### src/rtl/sipo_word_packer_if.sv
// sipo_word_packer_if: input beat stream, flush request and output word stream of the packer.
// The master modport is the upstream/downstream side; the slave modport is the packer.
interface sipo_word_packer_if #(
    parameter int IN_W  = 8,
    parameter int BEATS = 8
);
    localparam int OUT_W = IN_W * BEATS;
    logic                       in_valid;
    logic [IN_W-1:0]            in_data;
    logic                       in_ready;
    logic                       flush;
    logic                       out_valid;
    logic [OUT_W-1:0]           out_data;
    logic [$clog2(BEATS+1)-1:0] out_beats;
    logic                       out_ready;
    logic [$clog2(BEATS)-1:0]   beat_cnt;
    modport master (
        output in_valid, in_data, flush, out_ready,
        input  in_ready, out_valid, out_data, out_beats, beat_cnt
    );
    modport slave (
        input  in_valid, in_data, flush, out_ready,
        output in_ready, out_valid, out_data, out_beats, beat_cnt
    );
endinterface

### src/rtl/sipo_word_packer.sv
// sipo_word_packer: packs BEATS IN_W-bit beats into one registered output word.
// Define SIPO_FLUSH_EN to let flush emit a zero-padded partial word.
module sipo_word_packer #(
    parameter int IN_W      = 8,
    parameter int BEATS     = 8,
    parameter bit LSB_FIRST = 1'b0
) (
    input logic               clk,
    input logic               rst_n,
    sipo_word_packer_if.slave bus
);
    localparam int OUT_W = IN_W * BEATS;
    localparam int CW    = $clog2(BEATS);
    localparam int BW    = $clog2(BEATS + 1);
    logic [CW-1:0]    r_cnt;
    logic [OUT_W-1:0] r_acc;
    logic [OUT_W-1:0] r_data;
    logic [BW-1:0]    r_beats;
    logic             r_valid;
    logic             r_pend;
    logic [OUT_W-1:0] w_merged;
    logic [BW-1:0]    w_fill;
    logic             w_slot_free;
    logic             w_last;
    logic             w_acc;
    logic             w_full;
    logic             w_fl_req;
    assign w_slot_free  = !r_valid || bus.out_ready;
    assign w_last       = r_cnt == CW'(BEATS - 1);
    assign bus.in_ready = rst_n && !r_pend && (!w_last || w_slot_free);
    assign w_acc        = bus.in_valid && bus.in_ready;
    assign w_full       = w_acc && w_last;
    // beats held after this edge's accept; equals BEATS on a completing beat
    assign w_fill       = BW'(r_cnt) + BW'(w_acc);
`ifdef SIPO_FLUSH_EN
    assign w_fl_req = r_pend || (bus.flush && !w_full && w_fill != '0);
`else
    assign w_fl_req = 1'b0 && bus.flush;
`endif
    always_comb begin
        w_merged = r_acc;
        for (int k = 0; k < BEATS; k++)
            if (r_cnt == CW'(k)) w_merged[(LSB_FIRST ? k : BEATS - 1 - k) * IN_W +: IN_W] = bus.in_data;
    end
    always_ff @(posedge clk) begin
        if (!rst_n) begin
            r_cnt   <= '0;
            r_acc   <= '0;
            r_data  <= '0;
            r_beats <= '0;
            r_valid <= 1'b0;
            r_pend  <= 1'b0;
        end else if (w_full || (w_fl_req && w_slot_free)) begin
            r_data  <= w_acc ? w_merged : r_acc;
            r_beats <= w_fill;
            r_valid <= 1'b1;
            r_cnt   <= '0;
            r_acc   <= '0;
            r_pend  <= 1'b0;
        end else begin
            if (bus.out_ready) r_valid <= 1'b0;
            if (w_acc) begin
                r_acc <= w_merged;
                r_cnt <= r_cnt + 1'b1;
            end
            r_pend <= w_fl_req;
        end
    end
    assign bus.out_valid = r_valid;
    assign bus.out_data  = r_data;
    assign bus.out_beats = r_beats;
    assign bus.beat_cnt  = r_cnt;
endmodule

### src/flat_wrapper.sv
// flat-port wrapper written by rule: the top's interface ports become plain ports
module sipo_word_packer_flat 
#(
    parameter int IN_W      = 8,
    parameter int BEATS     = 8,
    parameter bit LSB_FIRST = 1'b0
)
  (clk, rst_n, bus_in_valid, bus_in_data, bus_flush, bus_out_ready, bus_in_ready, bus_out_valid, bus_out_data, bus_out_beats, bus_beat_cnt);
  sipo_word_packer_if #(.IN_W(IN_W), .BEATS(BEATS)) bus_i ();
  input logic clk;
  input logic rst_n;
  input wire logic [$bits(bus_i.in_valid)-1:0] bus_in_valid;
  input wire logic [$bits(bus_i.in_data)-1:0] bus_in_data;
  input wire logic [$bits(bus_i.flush)-1:0] bus_flush;
  input wire logic [$bits(bus_i.out_ready)-1:0] bus_out_ready;
  output wire logic [$bits(bus_i.in_ready)-1:0] bus_in_ready;
  output wire logic [$bits(bus_i.out_valid)-1:0] bus_out_valid;
  output wire logic [$bits(bus_i.out_data)-1:0] bus_out_data;
  output wire logic [$bits(bus_i.out_beats)-1:0] bus_out_beats;
  output wire logic [$bits(bus_i.beat_cnt)-1:0] bus_beat_cnt;
  assign bus_i.in_valid = bus_in_valid;
  assign bus_i.in_data = bus_in_data;
  assign bus_i.flush = bus_flush;
  assign bus_i.out_ready = bus_out_ready;
  assign bus_in_ready = bus_i.in_ready;
  assign bus_out_valid = bus_i.out_valid;
  assign bus_out_data = bus_i.out_data;
  assign bus_out_beats = bus_i.out_beats;
  assign bus_beat_cnt = bus_i.beat_cnt;
  sipo_word_packer #(.IN_W(IN_W), .BEATS(BEATS), .LSB_FIRST(LSB_FIRST)) u_core (.clk(clk), .rst_n(rst_n), .bus(bus_i));
endmodule
### config.mk
export PLATFORM = sky130hd
export DESIGN_NAME = sipo_word_packer_flat
export DESIGN_NICKNAME = d
export VERILOG_FILES = /design/src/rtl/sipo_word_packer_if.sv /design/src/rtl/sipo_word_packer.sv /design/src/flat_wrapper.sv
export SDC_FILE = /design/constraint.sdc
export NUM_CORES = 1
export LEC_CHECK = 0
export BUFFER_PORTS_ARGS = -buffer_cell sky130_fd_sc_hd__clkbuf_2
export CAP_MARGIN = 20
export CORE_MARGIN = 2
export CORE_UTILIZATION = 45
export CTS_CLUSTER_DIAMETER = 30
export DETAILED_ROUTE_END_ITERATION = 12
export HOLD_SLACK_MARGIN = 0.06
export PLACE_DENSITY = 0.69
export REMOVE_ABC_BUFFERS = 1
export SETUP_SLACK_MARGIN = 0.2
export SLEW_MARGIN = 20
export SYNTH_ARGS = -nofsm -noshare
export SYNTH_HDL_FRONTEND = slang
export SYNTH_SLANG_ARGS = --single-unit
### constraint.sdc
create_clock -name clk -period 2 [get_ports clk]
set_input_delay 0.1 -clock clk [delete_from_list [all_inputs] [get_ports clk]]
set_output_delay 0.1 -clock clk [all_outputs]
set_load 0.005 [all_outputs]
Yosys cells after proc, flatten, opt, wreduce, memory -nomap -nowiden
Index checks and enable logic that the tools add are counted. Widths: inputs -> output; s select.

Register bits: 136. Bits of input ports: 13. Output and inout bits: 73. Logic and storage cells: 36.

Add/sub/neg operators: 2. Eq/ne operators: 7. Multiplexer cells: 11. Bitwise gates (word level): 1. Reduce and logical (&&, ||, !) cells: 10.

Operators with widths (count): $mux 64 (1); $mux 8 (8); $eq 3x3->1 const B (4); $eq 3x2->1 const B (2); $add 3x1->4 (1); $add 3x1->3 const B (1); $eq 3x1->1 const B (1); $logic_and 1x1->1 (3); $logic_not 3->1 (1); $logic_not 1->1 (2); $logic_or 1x1->1 (2); $mux 1 (2); $reduce_bool 2->1 (1); $reduce_or 2->1 (1); $not 1->1 (1).

Longest topological paths before layout
Depth in word-level cells: 7. Mapped depth: 9. Gate-level depth less buffers: 8.

Worst setup path after synthesis
No wires, ideal clock.

Path kind: register to register. Start point: register u_core.r_cnt[1], in the netlist u_core.bus.beat_cnt[1]. End point: register u_core.r_beats[1], in the netlist u_core.bus.out_beats[1]. Setup time: 0.128 ns. Arrival: 2.030 ns. Required time: 1.872 ns. Slack: -0.158 ns. Stages on the path, launching flop included: 10. Buffers on the path: 1. Clock period less this slack: 2.158 ns. Path through: dfxtp_1 ha_1 ha_1 nand3b_1 buf_4 and3_1 ha_1 ha_1 nand4_1 o21ai_0.

Word-level cells in the longest chain between the ends: 6. Elaborated cells on any way between the ends: 7. Those cells by class: add/sub: 1; eq/ne: 1; reduce/logical: 5.

RTL lines: start: declaration (RTL line sipo_word_packer.sv:15) `logic [CW-1:0] r_cnt;`; start signal: assignment (RTL line sipo_word_packer.sv:64) `r_cnt <= r_cnt + 1'b1;`; $eq 3x3->1 (RTL line sipo_word_packer.sv:29) `assign w_last = r_cnt == CW'(BEATS - 1);`; $logic_not 1->1 (RTL line sipo_word_packer.sv:30) `assign bus.in_ready = rst_n && !r_pend && (!w_last || w_slot_free);`; $logic_or 1x1->1 (RTL line sipo_word_packer.sv:30); $logic_and 1x1->1 (RTL line sipo_word_packer.sv:30); $logic_and 1x1->1 (RTL line sipo_word_packer.sv:31) `assign w_acc = bus.in_valid && bus.in_ready;`; $add 3x1->4 * (RTL line sipo_word_packer.sv:34) `assign w_fill = BW'(r_cnt) + BW'(w_acc);`; named net u_core.w_fill[1] (RTL line sipo_word_packer.sv:22) `logic [BW-1:0] w_fill;`; end signal: assignment (RTL line sipo_word_packer.sv:55) `r_beats <= w_fill;`; end: declaration (RTL line sipo_word_packer.sv:18) `logic [BW-1:0] r_beats;`.

Mark *: on every way through the listed nets, which the timed path passes. The rest lies on a longest branch. A chain may end at the register's enable or synchronous reset.

Worst setup path in the final report
Start point: register u_core.r_cnt[0], in the netlist u_core.bus.beat_cnt[0]. End point: register u_core.r_data[61], in the netlist u_core.bus.out_data[61].

Word-level cells in the longest chain between the ends: 6. Elaborated cells on any way between the ends: 9. Those cells by class: eq/ne: 1; mux: 2; reduce/logical: 6.

RTL lines: $eq 3x3->1 (RTL line sipo_word_packer.sv:29); $logic_not 1->1 (RTL line sipo_word_packer.sv:30); $logic_or 1x1->1 (RTL line sipo_word_packer.sv:30); $logic_and 1x1->1 (RTL line sipo_word_packer.sv:30); $logic_and 1x1->1 (RTL line sipo_word_packer.sv:31); $mux 64 or $logic_and 1x1->1 (tied branches) (RTL line sipo_word_packer.sv:54, sipo_word_packer.sv:32); end signal: assignment (RTL line sipo_word_packer.sv:54) `r_data <= w_acc ? w_merged : r_acc;`; end: declaration (RTL line sipo_word_packer.sv:17) `logic [OUT_W-1:0] r_data;`.

Several ways; a longest one is shown, not always the timed one.

==> reports/results.ini <==
[layout]
nFillCells=1018
finalNetCount=620
layout.area.seq_um2=2560
areaGrowthSynthToFinish_pct=26.3
drive_gt1_share_pct=34.2
diodes=0
final_cells=784
multi_input_area_um2=2930

[synth]
ys_warn_count=0
synth_cell_types=35
synth.top_cell.area_share_pct=44.7
synth_area_per_cell_um2=11.3
synth_area_um2=5740
ys_ff_latch=128
ys_async_sr_fraction_pct=0
synthTopCellsByArea=dfxtp_1 (45%), mux2i_1 (20%), o211ai_1 (8.6%), o2bb2ai_2 (5.0%), o2bb2ai_1 (4.4%)
synth_edf_count=0
yosysTopAreaCell=dfxtp_1
seq_area_frac_synth_pct=44.7
synthCells=509
ys.flop_type=dfxtp_1

[setup_path]
path_delay_family=buffers and inverters
r2r_cells=7
endpoint_kind=register
cpMostUsedCell=buf_4
path_buf_inv=3
cp_max_fo=8
crit_path_max_incr_delay_ns=0.33
cp-start-kind=register
cp.required_ns=2.30
worstSetupPathType=register to register
crit_chain=buf_4 -> inv_1 -> ha_2 -> nor2b_1 -> buf_4 -> mux2i_2 -> o2bb2ai_2
critical-path-slowest-cell=dfxtp_2
crit_arrival_ns=2.07
critical_path_depth=7

[floorplanning]
core_um2=12500
die_w_um=117
die_area_um2=13700
chipHeight_um=117
num_rows=41
io_pins=86
initial_core_util_pct=45.8

[power_and_ir_drop]
switchingPower_mw=1.38
p_seq_share_pct=40.0
clkPwrFrac_pct=54.3
p_int_mw=5.07
leakage_nw=3.24
combPwrFrac_pct=5.7
ir_drop_v=0.000567
total_power_mw=6.45
swShare_pct=21.4
p_per_area_nw_per_um2=890

[timing]
worstMarginPinSlew_ns=0.497
drv_slew=0
timing.setup.tns_ns=0
max_freq_mhz=567
rsz0062_at_grt=true
min_period_ns=1.76
slew_headroom_pct=66.8
period_share_pct=88.1
finalSetupViolCount=0
final_hold_viol_count=0
fin_skew_ns=0.00912

[hold_path]
hold_path_depth=3
worstHoldPathType=primary input to register

[grt]
globalRouteOverflowTotal=0
track_usage_pct=23.0
grt_antenna_before_repair=0
grt_max_degree=59
grt_pass1_wl_um=23900
grt_pass1_vias=4287

[clock_tree]
cts_sinks=128
root_buffer=clkbuf_16
cts_tree=built
htree_levels=4
path_clk_slew_ns=0.06
clock_latency_ns=0.42
cts.path.max_buffers=2
numCtsBuffers=17

[route]
via_per_inst=5.70
wl_per_cell_um=19.2
drt-total-wl_um=15000
drcViolationCount=0
dr.first_iter.drc_count=476
vias=4469
drtPass1Iterations=4
ant_nets=0

[placed_design]
dp.cells=747
hpwl_um=9500
gp_congestion=0.836
portBuffers=84

[job]
max_cap_violations=0

[outcome]
status=finished, final reports clean

-- worst paths after layout --
check,from,endpoint,slack (ns)
worst max-delay path,u_core.bus.beat_cnt[0],u_core.bus.out_data[61],0.24
worst min-delay path,bus_in_data[3],u_core.bus.out_data[3],0.19
worst max register to register,u_core.bus.beat_cnt[0],u_core.bus.out_data[61],0.24
worst min register to register,u_core.bus.out_data[3],u_core.bus.out_data[3],0.46
-- metal layers --
layer	global-route usage, %	vias to the layer above	share of wire (%)	routed length, µm
met3	5.20	23	6.5	979
met4	8.31	0	1.6	244
met5	0	-	0	0
met2	34.8	148	45	6800
li1	-	2122	-	-
met1	32.4	2176	47	7010
-- worst register-to-register path, delay by kind of cell, from the launching register on --
kind | cells | cell delay [ns]
fa+ha+maj | 1 | 0.24
mux | 1 | 0.29
compound gates | 1 | 0.07
flops | 1 | 0.33
simple gates | 1 | 0.21
buf+inv | 3 | 0.51
-- synth_stat cells (2+ instances only) --
| cell type | number |
|---|---|
| a21oi_1 | 2 |
| and3_1 | 3 |
| buf_1 | 9 |
| buf_2 | 20 |
| buf_4 | 4 |
| buf_6 | 3 |
| clkbuf_1 | 21 |
| dfxtp_1 | 128 |
| ha_1 | 8 |
| inv_1 | 4 |
| mux2i_1 | 112 |
| nand2_1 | 15 |
| nand2b_1 | 3 |
| nand3_1 | 3 |
| nand4_1 | 10 |
| nand4_4 | 5 |
| o211ai_1 | 66 |
| o211ai_2 | 8 |
| o21ai_0 | 23 |
| o2bb2ai_1 | 29 |
| o2bb2ai_2 | 19 |
-- sequential cells by signal, indices dropped and copies added (netlist names) --
name / flops
u_core.bus.beat_cnt: 3
u_core.bus.out_beats: 4
u_core.bus.out_data: 64
u_core.bus.out_valid: 1
u_core.r_acc: 56
-- repair_timing --
| action | 4_1_cts | 5_1_grt |
|---|---|---|
| endpoints found under the setup margin | 20 | 88 |
| gates resized for setup | 5 | 13 |
| buffers inserted | 4 | 0 |
| pin swaps | 2 | 0 |
| hold endpoints to repair | 2 | 0 |
| hold buffers | 1 | 0 |
-- power by group through the flow --
stage          clock network [mW]  logic [mW]  registers, mW
6_report                     3.51       0.365           2.58
5_1_grt                      3.67       0.386           2.58
4_1_cts                      3.56       0.350           2.58
3_5_place_dp                    0       0.345           2.63
3_3_place_gp                    0       0.337           2.63
2_1_floorplan                   0       0.161           2.63
-- layout make-up --
class | count | share of cell area, %
sequential | 128 | 35.4
tap | 172 | 2.97
timing repair buffer | 129 | 11.6
inverter | 4 | 0.207
clock inverter | 13 | 3.21
clock buffer | 19 | 6.11
multi-input combinational | 319 | 40.5
-- cell families (layout without fill, tap and decap cells) --
| kind of cell | Yosys count | in the layout | synth area share (%) |
|---|---|---|---|
| muxes | 112 | 112 | 19.5 |
| AOI/OAI and AO/OA | 150 | 150 | 22.4 |
| and+or+nand+nor | 48 | 48 | 6.17 |
| xor gates and xnor gates | 1 | 1 | 0.153 |
| DFF | 128 | 128 | 44.7 |
| adders and majority gates | 8 | 8 | 1.74 |
| buffers and inverters | 62 | 165 | 5.34 |
-- cell usage in the layout, fill, tap and decap left out, types with 4 or more instances in the layout --
cell type	instances
o2bb2ai_2	19
ha_1	5
o211ai_2	8
nand4_4	5
buf_4	37
clkbuf_2	84
o211ai_1	66
o2bb2ai_1	29
bufinv_16	6
o21ai_0	22
dfxtp_1	126
inv_1	4
mux2i_1	109
nand4_1	10
clkbuf_16	17
nand2_1	12
clkinvlp_4	4
buf_12	6
-- metrics by stage --
stage / hold WS, ns / instance area, µm² / util, % / worst slack [ns]
2_1_floorplan: 0.247 / 5450 / - / -1.78
3_3_place_gp: 0.446 / 6420 / 51.3 / 0.181
3_5_place_dp: 0.451 / 6420 / 51.3 / 0.140
4_1_cts: 0.174 / 7200 / 57.5 / 0.181
5_1_grt: 0.190 / 7250 / 57.9 / 0.193
6_report: 0.189 / 7250 / 57.9 / 0.237
No activity file was read; power rests on OpenSTA's default activity.
